--- config.mk ---
export PLATFORM = sky130hd
export DESIGN_NAME = atm_session_guard
export DESIGN_NICKNAME = d
export VERILOG_FILES = /design/src/rtl/atm_session_guard.sv
export SDC_FILE = /design/constraint.sdc
export NUM_CORES = 1
export LEC_CHECK = 0
export CAP_MARGIN = 20
export CELL_PAD_IN_SITES_DETAIL_PLACEMENT = 0
export CELL_PAD_IN_SITES_GLOBAL_PLACEMENT = 1
export CORE_AREA = 2 2 66 68
export CTS_CLUSTER_DIAMETER = 60
export DETAILED_ROUTE_END_ITERATION = 10
export DIE_AREA = 0 0 68 70
export HOLD_SLACK_MARGIN = 0.06
export PLACE_DENSITY_LB_ADDON = 0.1
export SYNTH_ARGS = -nofsm -noshare
export SYNTH_HDL_FRONTEND = slang
export SYNTH_SLANG_ARGS = --single-unit
--- constraint.sdc ---
create_clock -name clk -period 2.15 [get_ports clk]
set_input_delay 0.5375 -clock clk [delete_from_list [all_inputs] [get_ports clk]]
set_output_delay 0.5375 -clock clk [all_outputs]
set_load 0.03 [all_outputs]
--- src/rtl/atm_session_guard.sv ---
// ATM session guard: drives one inactivity/warning timer and turns its
// time_out flag into session warning and expiry events.
module atm_session_guard #(
   parameter logic [31:0] INACT_CYC = 32'd1500,
   parameter logic [31:0] WARN_CYC  = 32'd500,
   parameter int          CNT_W     = 8
) (
   input  logic             clk,
   input  logic             rst,
   input  logic             card_in,
   input  logic             activity,
   input  logic             session_end,
   input  logic             time_out,
   output logic             tmr_start,
   output logic             tmr_restart,
   output logic [31:0]      tmr_threshold,
   output logic             tmr_clr_n,
   output logic             warn_prompt,
   output logic             session_active,
   output logic             session_expired,
   output logic [CNT_W-1:0] expire_count
);

   typedef enum logic [2:0] {
      IDLE, ARM_A, ACTIVE, ARM_W, WARN, EXPIRE, END_CLR
   } state_t;

   state_t state, nxt;
   logic   card_q;
   logic   card_rise, card_fall, quit, to_ok, restart_nxt;

   assign card_rise = card_in & ~card_q;
   assign card_fall = ~card_in & card_q;
   assign quit      = session_end | card_fall;
   // A cleared timer may still show the previous phase's sticky flag.
   assign to_ok     = time_out & tmr_clr_n;

   always_comb begin
      nxt         = state;
      restart_nxt = 1'b0;
      unique case (state)
         IDLE:    if (card_rise) nxt = ARM_A;
         ARM_A:   nxt = ACTIVE;
         ACTIVE: begin
            if (quit)          nxt = END_CLR;
            else if (to_ok)    nxt = ARM_W;
            else if (activity) restart_nxt = 1'b1;
         end
         ARM_W:   nxt = WARN;
         WARN: begin
            if (quit)          nxt = END_CLR;
            else if (to_ok)    nxt = EXPIRE;
            else if (activity) nxt = ARM_A;
         end
         EXPIRE:  nxt = END_CLR;
         END_CLR: nxt = IDLE;
         default: nxt = IDLE;
      endcase
   end

   always_ff @(posedge clk or negedge rst) begin
      if (!rst) begin
         state           <= IDLE;
         card_q          <= 1'b1;
         tmr_start       <= 1'b0;
         tmr_restart     <= 1'b0;
         tmr_threshold   <= '0;
         tmr_clr_n       <= 1'b1;
         warn_prompt     <= 1'b0;
         session_active  <= 1'b0;
         session_expired <= 1'b0;
         expire_count    <= '0;
      end else begin
         state           <= nxt;
         card_q          <= card_in;
         tmr_start       <= 1'b0;
         tmr_restart     <= restart_nxt;
         tmr_threshold   <= '0;
         tmr_clr_n       <= 1'b1;
         warn_prompt     <= 1'b0;
         session_active  <= 1'b0;
         session_expired <= 1'b0;
         unique case (nxt)
            ARM_A: begin
               tmr_clr_n     <= 1'b0;
               tmr_threshold <= INACT_CYC;
            end
            ACTIVE: begin
               tmr_start      <= 1'b1;
               tmr_threshold  <= INACT_CYC;
               session_active <= 1'b1;
            end
            ARM_W: begin
               tmr_clr_n      <= 1'b0;
               tmr_threshold  <= WARN_CYC;
               session_active <= 1'b1;
            end
            WARN: begin
               tmr_start      <= 1'b1;
               tmr_threshold  <= WARN_CYC;
               warn_prompt    <= 1'b1;
               session_active <= 1'b1;
            end
            EXPIRE: begin
               session_expired <= 1'b1;
               if (~&expire_count)
                  expire_count <= expire_count + 1'b1;
            end
            END_CLR: tmr_clr_n <= 1'b0;
            default: ;
         endcase
      end
   end

endmodule

Yosys cells after proc, flatten, opt, wreduce, memory -nomap -nowiden
Index checks and enable logic that the tools add are counted.

$mul: 0. Shifts and indexed selects: 0. Reduce and logical (&&, ||, !) cells: 8. $lt $le $gt $ge: 0. Eq/ne operators: 11. $add $sub $neg: 1. Bitwise gates (word level): 7. Muxes and demuxes: 17. Divide/modulo/power cells: 0.

Operators with widths (number): $pmux 11 s2 (1); $mux 3 (6); $pmux 3 s6 (1); $eq 3x3->1 const B (5); $eq 3x2->1 const B (4); $mux 1 (9); $add 8x1->8 const B (1); $reduce_and 8->1 (1); $eq 3x1->1 const B (2); $reduce_or 2->1 (3); $reduce_or 3->1 (2); $and 1x1->1 (3); $logic_not 3->1 (1); $not 1->1 (3); $reduce_and 2->1 (1); $or 1x1->1 (1).

Bits in writable memories: 0. Bits in read-only memories: 0. Memories: 0. Input port bits: 6. Register bits: 50. Bits in latches: 0. Output and inout bits: 46.

Logic depth before layout (Yosys ltp)
Depth after elaboration: 8. Gate-level depth with buffers: 6.

Least setup slack after synthesis
OpenSTA, ideal clock, no wires.

Kind: reg2reg. From: register tmr_clr_n. To: register expire_count[7]. Setup slack: 0.385 ns. Buffers on the path: 1. Period minus slack after synthesis: 1.765 ns. Data arrival time: 1.640 ns. Cell stages (with the launch flop): 7. Cell sequence: dfstp_2 > a21boi_0 > and4bb_1 > o21a_1 > buf_6 > nand4_2 > mux2_4.

Longest elaborated chain between the ends: 6.

RTL lines: start, declared (line 17) `output logic tmr_clr_n,`; start signal, assigned (line 68) `tmr_clr_n <= 1'b1;`; start signal, assigned (line 79) `tmr_clr_n <= 1'b1;`; start signal, assigned (line 85) `tmr_clr_n <= 1'b0;`; $and 1x1->1 (*) (line 36) `assign to_ok = time_out & tmr_clr_n;`; $mux 3 (on tied branches) (line 52, 46); $mux 3 (on tied branches) (line 51, 45); $pmux 3 s6 (*) (line 41) `unique case (state)`; $eq 3x3->1 (*) (line 83) `unique case (nxt)`; $reduce_and 2->1 (no line) (*); end signal, assigned (line 107) `expire_count <= expire_count + 1'b1;`; end, declared (line 21) `output logic [CNT_W-1:0] expire_count`.

Every way passes the cells marked *; elsewhere a longest branch is shown, timed or not. A chain may end at the register's enable or synchronous reset.

Worst setup path after layout
From: input card_in. To: register tmr_threshold[5].

Longest elaborated chain between the ends: 8.

RTL lines: start, declared (line 10) `input logic card_in,`; $not 1->1 (line 33) `assign card_fall = ~card_in & card_q;`; $and 1x1->1 (line 33); $or 1x1->1 (line 34) `assign quit = session_end | card_fall;`; $mux 3 (on tied branches) (line 51, 45); $pmux 3 s6 (*) (line 41); $eq 3x3->1, or another cell as far along (line 83); $reduce_or 2->1 (no line); $pmux 11 s2 (*) (line 83); end signal, assigned (line 86) `tmr_threshold <= INACT_CYC;`; end signal, assigned (line 90) `tmr_threshold <= INACT_CYC;`; end signal, assigned (line 95) `tmr_threshold <= WARN_CYC;`; end, declared (line 16) `output logic [31:0] tmr_threshold,`.

Marked as above.

==> results_dict.tcl <==
set metrics [dict create \
    post_cts_resized 0 \
    slowest_delay_ns 0.50 \
    die-width_um 68 \
    met3_length_um 104 \
    synth_area_per_cell_um2 10.9 \
    diodes 0 \
    wirelength_um 2090 \
    drive_gt1_share_pct 16.9 \
    syn_inst 109 \
    tns_ns 0 \
    fin_crit_ns 2.05 \
    intPower_uw 1150 \
    finalWeightedCongestion 0.808 \
    vias 773 \
    endpoint_kind "register" \
    synth_edf_count 0 \
    sw_frac_of_total_pct 42.4 \
    wl_per_cell_um 10.8 \
    grt_start_max_net_pins 22 \
    clkLatencyLatePin_ns 0.25 \
    htree_levels 1 \
    cts-root-buf "clkbuf_8" \
    clock_path_buffers 2 \
    yosys-top-cells-count "buf_4, dfrtp_1, xnor2_1" \
    ant_nets 0 \
    fillers 417 \
    finalSetupViolCount 0 \
    finalCritPeriodShare_pct 95.3 \
    cp_common_cell "buf_4" \
    cts_hold_buf 0 \
    fp.dieH_um 70 \
    ys_seq_area_share_pct 44.3 \
    start_util_pct 28.8 \
    start_kind "input pin" \
    cts-buffers-inserted 3 \
    combinationalPowerShare_pct 56.2 \
    routed.top_layer "met4" \
    synthArstFlopShare_pct 100 \
    vdd_drop_max_mv 0.548 \
    vias_per_cell 3.98 \
    grt_pass1_vias 779 \
    numClockSinks 21 \
    io_pins 52 \
    cp_slowest_cell "clkdlybuf4s50_1" \
    finalMaxSlewViolations 0 \
    ys_types 36 \
    clockPowerShare_pct 12.3 \
    portBuffers 27 \
    core-area_um2 4140 \
    min_path_type "reg -> reg" \
    area_growth_pct 25.6 \
    final_util_pct 36.1 \
    worstPathArrival_ns 2.22 \
    hold_viol_final 0 \
    synth_area_leaders "dfrtp_1, buf_4, xnor2_1" \
    status "finished, final reports clean" \
    fin_nets 150 \
    power_leakage_uw 0.000677 \
    grt.total_usage_pct 9.53 \
    drc 0 \
    initialDrtViolationCount 29 \
    switchingPower_uw 849 \
    grt_pass1_wl_um 3530 \
    cp.required_ns 2.32 \
    met2_length_um 1050 \
    ys.warnings.count 0 \
    fin_skew_ns 0.000676 \
    cts_setup_buffers 0 \
    post-dp-hpwl_um 1630 \
    path_clk_slew_ns 0.07 \
    num_rows 24 \
    crit_chain "clkdlybuf4s50_1 -> and2b_1 -> buf_4 -> nor3_1 -> a311o_1 -> buf_4 -> mux2i_1" \
    drt-met1-wl_um 937 \
    yosysTopAreaCell "dfrtp_1" \
    die-area_um2 4760 \
    antenna_found_initial 0 \
    max_cap_violations 0 \
    max_freq_ghz 0.488 \
    synthesis.area_um2 1190 \
    cp_max_fo 5 \
    rsz0062_at_grt "false" \
    yosysMostFrequentCell "buf_4" \
    crit_type "in -> reg" \
    grt_overflow 0 \
    cts_tree "built" \
    synth-seq-cells 21 \
    powerDensity_nw_per_um2 1340 \
    synth_top_area_share_pct 39.9 \
    synth_ff_type "dfrtp_1" \
    drt-pass1-iter-count 4 \
    seqPwrFrac_pct 31.5 \
]
==> layout make-up <==
type	count	area [um2]	area share, %
Clock buffer	4	45.0	3.01
Multi-Input combinational cell	80	514	34.3
Tap cell	52	65.1	4.34
Sequential cell	21	528	35.3
Timing Repair Buffer	37	345	23.1
==> cells in the final DEF, fill, tap and decap left out, types with 2 or more instances in the layout <==
master           count
and3_1               2
clkbuf_8             3
xnor2_1              8
dfrtp_1             19
and2_1               2
nand2b_1             6
o21ai_1              2
conb_1              24
o21ai_0              2
buf_4               10
mux2_4               3
nand4_1              3
clkdlybuf4s50_1     27
nor2_1               5
nand3_1              2
dfstp_2              2
==> path summary, 6_finish.rpt <==
| path | startpoint | to | slack (ns) | cells past startpoint |
|---|---|---|---|---|
| min in group asynchronous | rst | expire_count[6] | 0.63 | 2 |
| worst max register to register | tmr_clr_n | expire_count[7] | 0.42 | 5 |
| max in group asynchronous | rst | tmr_clr_n | 1.24 | 2 |
| worst min-delay path | expire_count[4] | expire_count[4] | 0.49 | 1 |
| worst max-delay path | card_in | tmr_threshold[5] | 0.10 | 7 |
| worst min register to register | expire_count[4] | expire_count[4] | 0.49 | 1 |
==> flip-flops by register name (all words and copies together) (netlist names) <==
signal and cells:
tmr_start 1, card_q 1, session_expired 1, expire_count 8, tmr_threshold 3, tmr_restart 1
state 3, session_active 1, warn_prompt 1, tmr_clr_n 1
==> logic make-up after synthesis <==
| group | share of synthesized area (%) |
|---|---|
| other cells | 0.314 |
| flops | 44.3 |
| mux | 5.56 |
| xor+xnor | 5.88 |
| fa+ha+maj | 1.05 |
| compound gates | 5.56 |
| simple gates | 17.5 |
| buf+inv | 19.8 |
==> critical path: cells and delay by family <==
| kind | cells | cell delay, ns |
|---|---|---|
| mux | 1 | 0.19 |
| buf+inv | 3 | 0.80 |
| compound gates | 1 | 0.27 |
| simple gates | 2 | 0.42 |
==> power groups by stage <==
stage	combinational (uW)	sequential, uW	clock, uW
2_1_floorplan	628	801	0
3_3_place_gp	1140	639	0
3_5_place_dp	1130	640	0
4_1_cts	1140	636	265
5_1_grt	1220	663	279
6_report	1120	631	247
==> through the flow <==
step           total power, uW  hold WS [ns]  std cells  cell area [um2]  setup slack (ns)
6_report                  2000         0.491        194             1500             0.101
5_1_grt                   2160         0.524        194             1500            0.0183
4_1_cts                   2040         0.496        194             1500            0.0995
3_5_place_dp              1770         0.481        190             1450            -0.166
3_3_place_gp              1780         0.484        190             1450            -0.155
2_1_floorplan             1430         0.242        132             1280             0.385
==> per-layer routing <==
layer / GRT usage [%] / up-vias
li1: - / 379
met1: 13.1 / 371
met2: 14.7 / 21
met3: 2.42 / 2
met4: 2.67 / 0
met5: 0 / -
Note: power is estimated with default switching activity, not from simulation.
